<file path="src/rtl/periph_fifo_tracked.sv">
// periph_fifo_tracked: request buffer between a periph master port and the peripheral
// interconnect. Queues requests in a DEPTH-entry FIFO (optional fall-through), caps the
// number of requests granted downstream but not yet answered, and forwards responses
// either combinationally or through one register stage.
module periph_fifo_tracked #(
  parameter int unsigned ADDR_WIDTH      = 32,
  parameter int unsigned DATA_WIDTH      = 32,
  parameter int unsigned BYTE_ENABLE_BIT = DATA_WIDTH / 8,
  parameter int unsigned DEPTH           = 4,
  parameter bit          FALL_THROUGH    = 1'b0,
  parameter int unsigned MAX_OUTSTANDING = 4,
  parameter bit          RESP_REG        = 1'b0,
  localparam int unsigned FILL_W         = $clog2(DEPTH + 1),
  localparam int unsigned OUT_W          = $clog2(MAX_OUTSTANDING + 1)
) (
  input  logic                       clk_i,
  input  logic                       rst_ni,
  input  logic                       test_en_i,
  input  logic                       data_req_i,
  input  logic [ADDR_WIDTH-1:0]      data_add_i,
  input  logic                       data_wen_i,
  input  logic [5:0]                 data_atop_i,
  input  logic [DATA_WIDTH-1:0]      data_wdata_i,
  input  logic [BYTE_ENABLE_BIT-1:0] data_be_i,
  output logic                       data_gnt_o,
  output logic                       data_req_o,
  output logic [ADDR_WIDTH-1:0]      data_add_o,
  output logic                       data_wen_o,
  output logic [5:0]                 data_atop_o,
  output logic [DATA_WIDTH-1:0]      data_wdata_o,
  output logic [BYTE_ENABLE_BIT-1:0] data_be_o,
  input  logic                       data_gnt_i,
  input  logic                       data_r_valid_i,
  input  logic                       data_r_opc_i,
  input  logic [DATA_WIDTH-1:0]      data_r_rdata_i,
  output logic                       data_r_valid_o,
  output logic                       data_r_opc_o,
  output logic [DATA_WIDTH-1:0]      data_r_rdata_o,
  output logic [FILL_W-1:0]          fill_o,
  output logic [OUT_W-1:0]           outstanding_o,
  output logic                       idle_o,
  output logic                       resp_err_o
);

  localparam int unsigned PTR_W = (DEPTH > 1) ? $clog2(DEPTH) : 1;

  typedef struct packed {
    logic [ADDR_WIDTH-1:0]      add;
    logic                       wen;
    logic [5:0]                 atop;
    logic [DATA_WIDTH-1:0]      wdata;
    logic [BYTE_ENABLE_BIT-1:0] be;
  } entry_t;

  entry_t           mem [DEPTH];
  entry_t           in_entry;
  entry_t           head_entry;
  logic [PTR_W-1:0] wr_ptr_q;
  logic [PTR_W-1:0] rd_ptr_q;
  logic [FILL_W-1:0] fill_q;
  logic [OUT_W-1:0] outst_q;
  logic             resp_err_q;
  logic             empty;
  logic             full;
  logic             can_issue;
  logic             bypass;
  logic             push;
  logic             store;
  logic             issue;
  logic             fifo_pop;
  logic             resp_spurious;
  logic             resp_dec;

  // Clock-gate test enable has no functional effect inside this block.
  logic unused_test_en;
  assign unused_test_en = test_en_i;

  // Pointers run 0..DEPTH-1 and wrap, so DEPTH need not be a power of two.
  function automatic logic [PTR_W-1:0] next_ptr(input logic [PTR_W-1:0] p);
    if (p == PTR_W'(DEPTH - 1)) return '0;
    return p + PTR_W'(1);
  endfunction

  assign in_entry = '{add: data_add_i, wen: data_wen_i, atop: data_atop_i,
                      wdata: data_wdata_i, be: data_be_i};

  // Grant comes only from the registered fill level, never from data_gnt_i.
  assign empty      = (fill_q == '0);
  assign full       = (fill_q == FILL_W'(DEPTH));
  assign can_issue  = (outst_q < OUT_W'(MAX_OUTSTANDING));
  assign data_gnt_o = !full;
  assign push       = data_req_i && !full;

  // In fall-through mode an empty FIFO presents the incoming request directly.
  assign bypass     = FALL_THROUGH && empty;
  assign head_entry = bypass ? in_entry : mem[rd_ptr_q];
  assign data_req_o = can_issue && (bypass ? data_req_i : !empty);
  assign issue      = data_req_o && data_gnt_i;
  assign fifo_pop   = issue && !empty;
  assign store      = push && !(bypass && issue);

  assign data_add_o   = head_entry.add;
  assign data_wen_o   = head_entry.wen;
  assign data_atop_o  = head_entry.atop;
  assign data_wdata_o = head_entry.wdata;
  assign data_be_o    = head_entry.be;

  // A response with nothing in flight is flagged and must not decrement the counter.
  assign resp_spurious = data_r_valid_i && (outst_q == '0);
  assign resp_dec      = data_r_valid_i && !resp_spurious;

  // Storage array; contents are don't-care while the FIFO is empty, so it has no reset.
  always_ff @(posedge clk_i) begin
    if (store) mem[wr_ptr_q] <= in_entry;
  end

  // FIFO pointers and fill level.
  always_ff @(posedge clk_i or negedge rst_ni) begin
    if (!rst_ni) begin
      wr_ptr_q <= '0;
      rd_ptr_q <= '0;
      fill_q   <= '0;
    end else begin
      if (store)    wr_ptr_q <= next_ptr(wr_ptr_q);
      if (fifo_pop) rd_ptr_q <= next_ptr(rd_ptr_q);
      case ({store, fifo_pop})
        2'b10:   fill_q <= fill_q + FILL_W'(1);
        2'b01:   fill_q <= fill_q - FILL_W'(1);
        default: fill_q <= fill_q;
      endcase
    end
  end

  // Outstanding-request counter and spurious-response pulse.
  always_ff @(posedge clk_i or negedge rst_ni) begin
    if (!rst_ni) begin
      outst_q    <= '0;
      resp_err_q <= 1'b0;
    end else begin
      resp_err_q <= resp_spurious;
      case ({issue, resp_dec})
        2'b10:   outst_q <= outst_q + OUT_W'(1);
        2'b01:   outst_q <= outst_q - OUT_W'(1);
        default: outst_q <= outst_q;
      endcase
    end
  end

  assign fill_o        = fill_q;
  assign outstanding_o = outst_q;
  assign idle_o        = empty && (outst_q == '0);
  assign resp_err_o    = resp_err_q;

  generate
    if (RESP_REG) begin : g_resp_reg
      logic                  r_valid_q;
      logic                  r_opc_q;
      logic [DATA_WIDTH-1:0] r_rdata_q;

      // Registered response copy; payload holds its last value between responses.
      always_ff @(posedge clk_i or negedge rst_ni) begin
        if (!rst_ni) begin
          r_valid_q <= 1'b0;
          r_opc_q   <= 1'b0;
          r_rdata_q <= '0;
        end else begin
          r_valid_q <= data_r_valid_i;
          if (data_r_valid_i) begin
            r_opc_q   <= data_r_opc_i;
            r_rdata_q <= data_r_rdata_i;
          end
        end
      end

      assign data_r_valid_o = r_valid_q;
      assign data_r_opc_o   = r_opc_q;
      assign data_r_rdata_o = r_rdata_q;
    end else begin : g_resp_pass
      assign data_r_valid_o = data_r_valid_i;
      assign data_r_opc_o   = data_r_opc_i;
      assign data_r_rdata_o = data_r_rdata_i;
    end
  endgenerate

endmodule
</file>
<file path="config.mk">
export PLATFORM = sky130hd
export DESIGN_NAME = periph_fifo_tracked
export DESIGN_NICKNAME = d
export VERILOG_FILES = /design/src/rtl/periph_fifo_tracked.sv
export SDC_FILE = /design/constraint.sdc
export NUM_CORES = 1
export LEC_CHECK = 0
export BUFFER_PORTS_ARGS = -buffer_cell sky130_fd_sc_hd__buf_2
export CAP_MARGIN = 15
export CORE_UTILIZATION = 55
export DETAILED_ROUTE_END_ITERATION = 12
export GPL_TIMING_DRIVEN = 1
export PLACE_DENSITY = 0.86
export SYNTH_ARGS = -nofsm -noshare
export SYNTH_HDL_FRONTEND = slang
export SYNTH_SLANG_ARGS = --single-unit
</file>
<file path="constraint.sdc">
create_clock -name clk_i -period 2.4 [get_ports clk_i]
set_clock_uncertainty 0.15 [all_clocks]
set_input_delay 0.24 -clock clk_i [delete_from_list [all_inputs] [get_ports clk_i]]
set_output_delay 0.24 -clock clk_i [all_outputs]
set_load 0.01 [all_outputs]
</file>
======== Word level (Yosys, flattened, before mapping) ========
Memories as Yosys holds them, arrays and structs flattened.
Cells that the tools add are included.
cells by class
  add/subtract/negate cells ............... 6
  multipliers ............................. 0
  div/mod/pow operators ................... 0
  order comparisons ....................... 1
  eq/ne operators ......................... 7
  shifts and indexed selects .............. 0
  muxes and demuxes ....................... 12
  bitwise logic cells ..................... 0
  reduce and logical (&&, ||, !) cells .... 14
operators with widths
  cell                                                                   count
  3-bit case mux with 2 select lines                                     2
  2-bit equality test, second input constant                             4
  2-bit 2-to-1 mux                                                       4
  1-bit logical AND                                                      7
  3-bit by 1-bit adder with 3-bit output, second input constant          2
  3-bit logical NOT                                                      2
  1-bit 2-to-1 mux                                                       6
  3-bit by 1-bit subtractor with 3-bit output, second input constant     2
  2-bit by 1-bit adder with 2-bit output, second input constant          2
  2-bit by 1-bit equality test with 1-bit output, second input constant  2
  2-bit nonzero test                                                     2
  3-bit equality test, second input constant                             1
  1-bit logical NOT                                                      3
  3-bit less-than comparator, second input constant                      1
word-level totals
  register bits ........................... 11
  latch bits .............................. 0
  bits in writable memories ............... 300
  memory bits (read-only) ................. 0
  input port bits ......................... 114
  output and inout bits ................... 119
  word-level logic and storage cells ...... 46
  memories kept ........................... 1
memories
  name  words  width  read ports  clocked after memory_dff  wr ports  RTL line  RTL
  mem   4      75     1           0                         1         55        entry_t mem [DEPTH];

======== Longest topological paths before layout ========
Gate-level depths: netlist of run 1.
  depth after elaboration ................. 7
  depth in mapped cells ................... 9

======== Worst setup path before layout of run 1 ========
No wires, ideal clock.
  kind .................................... reg-to-reg
  start ................................... register fill_q[2], in the netlist fill_o[2]
  end ..................................... memory mem[0][0] in the netlist's numbering, enable pin
  library setup time ...................... 0.399 ns
  arrival time ............................ 1.732 ns
  data required time ...................... 1.851 ns
  slack ................................... 0.119 ns
  stages on the path, launching flop included .. 3
  clock period less this slack ............ 2.281 ns
  path through ............................ dfrtp_1 -> or3b_4 -> and3_2
on the way
  word-level cells in the longest chain between the ends .. 5
ends and longest elaborated chain
  element                                 RTL line  RTL
  start, declared                         60        logic [FILL_W-1:0] fill_q;
  start signal, assigned                  127       2'b10: fill_q <= fill_q + FILL_W'(1);
  start signal, assigned                  128       2'b01: fill_q <= fill_q - FILL_W'(1);
  start signal, assigned                  129       default: fill_q <= fill_q;
  3-bit equality test                     89        assign full = (fill_q == FILL_W'(DEPTH));
  1-bit logical NOT                       --
  via data_gnt_o                          25        output logic data_gnt_o,
  1-bit logical AND                       92        assign push = data_req_i && !full;
  1-bit 2-to-1 mux                        114       if (store) mem[wr_ptr_q] <= in_entry;
  1-bit 2-to-1 mux (not written as such)  114
  end, declared                           55
The timed path passes the listed nets, and every way through them passes these cells.

======== Worst setup path after layout of run 1 ========
  start ................................... register rd_ptr_q[0]
  end ..................................... output data_add_o[16]
on the way
  word-level cells in the longest chain between the ends .. 1
ends and longest elaborated chain
  element                 RTL line  RTL
  start, declared         59        logic [PTR_W-1:0] rd_ptr_q;
  start signal, assigned  125       if (fifo_pop) rd_ptr_q <= next_ptr(rd_ptr_q);
  memory read 4 x 75 bit  --
  end, declared           27        output logic [ADDR_WIDTH-1:0] data_add_o,
No other way between the ends.

==> impl_metrics.py, run 1 <==
metrics = {
    "worst_setup_path": {
        "critical_path_class": "flip-flop to primary output",
        "cp_max_fo": 7,
        "endpoint_kind": "primary output",
        "cp-start-kind": "flip-flop",
        "reg2reg_depth": 9,
        "rrSetupSlack_ns": 0.11,
        "endpoint": "data_add_o[16]",
        "worstSetupStartpoint": "rd_ptr_q[0]$_DFFE_PN0P_",
        "timing.rr.end": "fill_o[2]$_DFFE_PN0P_",
        "crit_arrival_ns": 2.02,
        "worstPathRequired_ns": 2.01,
        "reg2reg_from": "fill_o[1]$_DFFE_PN0P_",
    },
    "synth": {
        "yosysUniqueCellTypes": 23,
        "synth-adder-area-share_pct": 1.09,
        "syn-num-nets": 608,
        "avgSynthCellArea_um2": 24.2,
        "synthFlopType": "edfxtp_1",
        "yosysWarnings": 0,
        "ys_ff_latch": 311,
        "synth.area.top_cells": "edfxtp_1, mux4_2, buf_4, dfrtp_1, ha_1",
        "post-synth-top-count-cell": "edfxtp_1",
        "synth_xor_xnor_area_share_pct": 0.447,
        "async_reset_ff_share_pct": 3.54,
        "yosys.area.top_type": "edfxtp_1",
        "syn_inst": 485,
        "yosysSeqAreaShare_pct": 79.0,
        "synth_edf_count": 300,
        "synth_compound_area_share_pct": 0,
        "yosys.area_share.simple_pct": 0.937,
        "synth_top_family_by_area": "multiplexers",
        "syn_area_um2": 11700,
        "netlist.area_leader.share_pct": 76.7,
        "yosys-mux-area-fraction_pct": 15.0,
        "ys_top_cells_by_count": "edfxtp_1, mux4_2, buf_4",
    },
    "global_route": {
        "met2_usage_pct": 37.1,
        "busiest_layer": "met2",
        "use_met3_pct": 3.87,
        "grt_remaining_overflow": 0,
        "grt_max_degree": 33,
        "grt_pass1_vias": 6182,
        "gr-usage-met1_pct": 27.1,
        "track_usage_pct": 21.1,
        "grt_pass1_wl_um": 34600,
        "antenna_found_initial": 1,
    },
    "route": {
        "drt_wl_total_um": 23900,
        "post_drt_wl_per_cell_um": 23.1,
        "routed_via_density": 5.57,
        "drt_pass1_iterations": 4,
        "drt-initial-drc-count": 435,
        "vias": 5763,
        "drt.antenna.violating_nets": 0,
        "remaining_drc_errors": 0,
    },
    "power_and_ir_drop": {
        "p_leak_nw": 5.35,
        "p_per_area_nw_per_um2": 1240,
        "ir_worst_vdd_mv": 0.954,
        "p_total_mw": 18.8,
    },
    "outcome": {
        "status": "finished, violations left",
        "violations": "negative setup slack",
    },
    "sta": {
        "setup_violations": 8,
        "tightestPinTransition_ns": 0.510,
        "whs_ns": 0.0465,
        "timing.fmax_mhz": 414,
        "drv_slew": 0,
        "finalHoldViolCount": 0,
        "relSlewSlack_pct": 65.9,
        "rsz0062_at_grt": "true",
        "setup_slack_ns": -0.0147,
        "timing.final.crit_share_pct": 101,
        "period_minus_slack_ns": 2.41,
    },
    "cells_and_area": {
        "seq_area_um2": 9290,
        "multi_input_area_um2": 2080,
        "fillers": 1204,
        "drive_above_1_share_pct": 42.7,
        "synthToLayoutAreaGrowth_pct": 28.7,
        "final_net_count": 862,
    },
    "clock_tree": {
        "clk_latency_ns": 0.53,
        "clockBufferDepth": 3,
        "htreeDepth": 1,
        "cts-root-buf": "clkbuf_16",
        "numCtsBuffers": 30,
        "cts.sinks": 311,
        "tritoncts": "done",
        "path_clk_slew_ns": 0.06,
    },
    "floorplanning": {
        "row_count": 53,
        "die_area_um2": 21900,
        "start_util_pct": 56.0,
        "io_pins": 233,
        "fp.coreArea_um2": 21000,
        "fp.dieH_um": 148,
        "die_w_um": 148,
    },
    "job": {
        "maxCapViolations": 0,
    },
    "min_path": {
        "hp-class": "input port to flip-flop",
        "min_from": "data_req_i",
    },
    "placed_design": {
        "place_hpwl_um": 13300,
        "io_buffer_count": 165,
        "gp_congestion": 0.772,
    },
}
==> where the power goes <==
part | internal, mW | switching, mW
combinational | 3.55 | 3.07
clock | 2.71 | 1.83
sequential | 7.19 | 0.410
==> state kept, by name (all words and copies together) (netlist names) <==
signal and flops:
wr_ptr_q 2, mem 300, fill_o 3, resp_err_o 1, outstanding_o 3, rd_ptr_q 2
==> how the worst min path moves through the flow <==
stage,slack [ns],end,depth (start not counted)
finish,0.05,wr_ptr_q[0]$_DFFE_PN0P_,3
CTS,0.03,wr_ptr_q[0]$_DFFE_PN0P_,3
global placement,-0.04,outstanding_o[2]$_DFFE_PN0P_,1
global route,0.05,wr_ptr_q[1]$_DFFE_PN0P_,3
floorplan,-0.21,fill_o[0]$_DFFE_PN0P_,0
detailed placement,-0.02,fill_o[1]$_DFFE_PN0P_,1
==> per-stage QoR <==
stage	area, um^2	TNS (ns)	std cells	worst slack, ns	utilization (%)
after floorplan	11700	0	485	0.119	-
after global placement	12900	0	891	0.134	61.4
after detailed placement	12900	0	891	0.0364	61.4
after CTS	14700	-2.89	1025	-0.117	70.3
after global routing	15100	-2.63	1035	-0.0706	72.1
final	15100	-0.0350	1035	-0.0147	72.1
==> layout make-up <==
cell class | instances | area share, %
flip-flops and latches | 311 | 61.5
repair buffers | 273 | 15.9
multi-input cells | 113 | 13.7
clock buffers | 43 | 5.50
well taps | 275 | 2.28
clock inverters | 9 | 0.795
inverters | 10 | 0.248
diodes | 1 | 0.0166
==> worst max-delay path, cell delays in order (launching register included) <==
cell,delay (ns)
dfrtp_4,0.51
buf_12,0.14
clkbuf_16,0.16
mux4_2,0.53
buf_6,0.14
==> cells by family (layout without fill, tap and decap cells) <==
group         count (synthesis)  after routing
xor+xnor                      6              6
fa+ha+maj                     9              9
flops                       311            311
buf+inv                      61            335
simple gates                 17             17
other cells                   0              1
mux                          81             81
==> layout by cell type (no fill, tap or decap), types with 9 or more instances in the layout <==
cell,netlist,layout
clkbuf_1,0,11
buf_2,6,122
buf_6,4,44
buf_12,0,15
mux4_2,75,75
clkbuf_16,0,35
edfxtp_1,300,300
inv_1,10,10
dlygate4sd3_1,0,78
dfrtp_1,11,9
==> per-layer routing <==
| metal | part of all wire (%) | wire [um] |
|---|---|---|
| met5 | 0 | 0 |
| met4 | 2.1 | 491 |
| met3 | 6.6 | 1590 |
| met2 | 53 | 12800 |
| met1 | 38 | 9060 |
==> repair_timing <==
item,4_1_cts,5_1_grt
gates cloned,1,5
hold endpoints to repair,312,0
resized for setup,10,46
pin swaps,0,1
setup endpoints to repair,61,72
hold buffers,78,0
setup buffers,3,5
(Power assumes the default switching activity.)
==> run 2: changes to the inputs <==
--- a/config.mk
+++ b/config.mk
@@ -5,12 +5,13 @@
 export SDC_FILE = /design/constraint.sdc
 export NUM_CORES = 1
 export LEC_CHECK = 0
+export ABC_AREA = 1
 export BUFFER_PORTS_ARGS = -buffer_cell sky130_fd_sc_hd__buf_2
 export CAP_MARGIN = 15
-export CORE_UTILIZATION = 55
+export CORE_UTILIZATION = 56
 export DETAILED_ROUTE_END_ITERATION = 12
 export GPL_TIMING_DRIVEN = 1
-export PLACE_DENSITY = 0.86
+export PLACE_DENSITY = 0.82
 export SYNTH_ARGS = -nofsm -noshare
 export SYNTH_HDL_FRONTEND = slang
 export SYNTH_SLANG_ARGS = --single-unit
==> run 2 against run 1 <==
The run now ends clean. Sequential share of layout area is 1.8 points lower. Wire length is 2.4% higher. Via count is 38% higher. Critical path type unchanged. Largest power group unchanged.
==> impl_metrics.py, run 2 <==
metrics = {
    "worst_setup_path": {
        "worstSetupStartpoint": "rd_ptr_q[0]$_DFFE_PN0P_",
        "cp_max_fo": 25,
        "timing.rr.end": "outstanding_o[2]$_DFFE_PN0P_",
        "critical_path_class": "flip-flop to primary output",
        "endpoint_kind": "primary output",
        "worstPathRequired_ns": 2.01,
        "cp-start-kind": "flip-flop",
        "rrSetupSlack_ns": 0.26,
        "reg2reg_from": "fill_o[1]$_DFFE_PN0P_",
        "reg2reg_depth": 10,
        "crit_arrival_ns": 1.92,
    },
    "clock_tree": {
        "tritoncts": "done",
        "clockBufferDepth": 3,
        "cts.sinks": 311,
        "clk_latency_ns": 0.54,
        "numCtsBuffers": 30,
        "cts-root-buf": "clkbuf_16",
        "htreeDepth": 1,
        "path_clk_slew_ns": 0.06,
    },
    "route": {
        "post_drt_wl_per_cell_um": 16.1,
        "drt-initial-drc-count": 488,
        "drt_pass1_iterations": 6,
        "vias": 7943,
        "routed_via_density": 5.23,
        "drt.antenna.violating_nets": 0,
        "remaining_drc_errors": 0,
        "drt_wl_total_um": 24500,
    },
    "synth": {
        "synthFlopType": "edfxtp_1",
        "synth_top_family_by_area": "compound AO/OA/AOI/OAI gates",
        "yosysUniqueCellTypes": 23,
        "yosys-mux-area-fraction_pct": 0,
        "synth_xor_xnor_area_share_pct": 0.136,
        "syn_area_um2": 12900,
        "post-synth-top-count-cell": "edfxtp_1",
        "synth.area.top_cells": "edfxtp_1, inv_1, nand2_1, o211ai_1, o21ai_1",
        "synth_edf_count": 300,
        "async_reset_ff_share_pct": 3.54,
        "ys_ff_latch": 311,
        "yosysWarnings": 0,
        "syn-num-nets": 1118,
        "synth_compound_area_share_pct": 11.1,
        "yosysSeqAreaShare_pct": 72.1,
        "yosys.area_share.simple_pct": 5.62,
        "avgSynthCellArea_um2": 12.9,
        "synth-adder-area-share_pct": 0.991,
        "netlist.area_leader.share_pct": 69.9,
        "ys_top_cells_by_count": "edfxtp_1, inv_1, nand2_1",
        "yosys.area.top_type": "edfxtp_1",
        "syn_inst": 995,
    },
    "sta": {
        "setup_violations": 0,
        "period_minus_slack_ns": 2.31,
        "timing.fmax_mhz": 433,
        "tightestPinTransition_ns": 0.519,
        "finalSetupTns_ns": 0,
        "relSlewSlack_pct": 65.3,
        "rsz0062_at_grt": "true",
        "finalHoldViolCount": 0,
        "timing.final.crit_share_pct": 96.2,
        "drv_slew": 0,
    },
    "cells_and_area": {
        "layout_common_cells": "edfxtp_1, inv_1, nand2_1",
        "stdcell_count": 1519,
        "mostFrequentLayoutCell": "edfxtp_1",
        "final_util_pct": 68.9,
        "synthToLayoutAreaGrowth_pct": 20.8,
        "final_cell_area_um2": 15600,
        "top_register": "mem",
        "fillers": 1460,
        "final_net_count": 1334,
        "largest_reg_flops": 300,
        "drive_above_1_share_pct": 21.6,
    },
    "power_and_ir_drop": {
        "p_leak_nw": 6.25,
        "ir_worst_vdd_mv": 0.990,
        "p_total_mw": 18.4,
        "p_per_area_nw_per_um2": 1180,
    },
    "global_route": {
        "grt_pass1_wl_um": 39000,
        "grt_remaining_overflow": 0,
        "antenna_found_initial": 2,
        "track_usage_pct": 20.8,
        "grt_max_degree": 69,
        "grt_pass1_vias": 7918,
    },
    "floorplanning": {
        "die_area_um2": 23600,
        "fp.dieH_um": 154,
        "die_w_um": 154,
        "io_pins": 233,
        "fp.coreArea_um2": 22600,
        "row_count": 55,
        "start_util_pct": 57.1,
    },
    "min_path": {
        "worstHoldEndpoint": "mem[3][55]$_DFFE_PP_",
        "holdPathStages": 2,
        "min_from": "data_add_i[12]",
        "hp-class": "input port to flip-flop",
    },
    "placed_design": {
        "placed_cell_area_um2": 13800,
        "gp_congestion": 0.743,
        "io_buffer_count": 165,
        "dp.cells": 1381,
        "place_hpwl_um": 13700,
    },
    "job": {
        "maxCapViolations": 0,
    },
    "outcome": {
        "status": "complete, no violations",
    },
}
run 2: power by group:
group | internal [mW] | total (mW) | switching, mW
sequential | 7.14 | 7.52 | 0.381
combinational | 2.36 | 6.41 | 4.05
clock | 2.60 | 4.45 | 1.85
run 2: how the worst max path moves through the flow:
stage | endpoint | slack [ns] | cells past startpoint
finish | data_add_o[24] | 0.09 | 5
global route | data_add_o[24] | -0.02 | 5
CTS | data_atop_o[3] | 0.0005 | 5
detailed placement | outstanding_o[2]$_DFFE_PN0P_ | 0.35 | 10
global placement | fill_o[2]$_DFFE_PN0P_ | 0.38 | 10
floorplan | mem[0][0]$_DFFE_PP_ | -0.06 | 4
run 2: timing repair:
item,CTS,global route
endpoints found under the setup margin,56,37
resized for setup,0,2
hold endpoints to repair,316,0
hold buffers,80,0
buffers inserted,1,2
pin swaps,0,1
run 2: routing by layer:
metal	wire length (um)	up-vias	part of all wire (%)	global-route usage, %
li1	-	3817	-	-
met1	9480	3800	39	24.3
met2	12400	246	51	36.5
met3	1700	80	6.9	4.40
met4	905	0	3.7	10.6
met5	0	-	0	0
run 2: final cells by class:
type	instances	area [um^2]	share of cell area [%]
timing repair buffer	269	1980	12.7
sequential	311	9290	59.7
clock inverter	10	52.6	0.338
tap	285	357	2.29
clock buffer	43	903	5.81
multi-input combinational	429	2340	15.0
inverter	170	638	4.10
antenna	2	5.00	0.0322
run 2: cells by family (layout without fill, tap and decap cells):
logic type | after synthesis | in the layout
compound gates | 230 | 230
other cells | 0 | 2
flops | 311 | 311
fa+ha+maj | 9 | 9
simple gates | 188 | 188
buf+inv | 255 | 492
xor+xnor | 2 | 2
run 2: worst max-delay path, cell delays in order (launching register included):
cell	delay (ns)
dfrtp_4	0.56
buf_4	0.33
nand2_1	0.11
o211ai_1	0.11
nand2_1	0.10
buf_2	0.15
run 2: per-stage QoR:
stage | hold slack (ns) | worst slack (ns)
finish | 0.298 | 0.0915
global route | 0.280 | -0.0161
CTS | 0.267 | 0.000482
detailed placement | -0.0291 | 0.349
global placement | -0.0290 | 0.385
floorplan | -0.206 | -0.0582
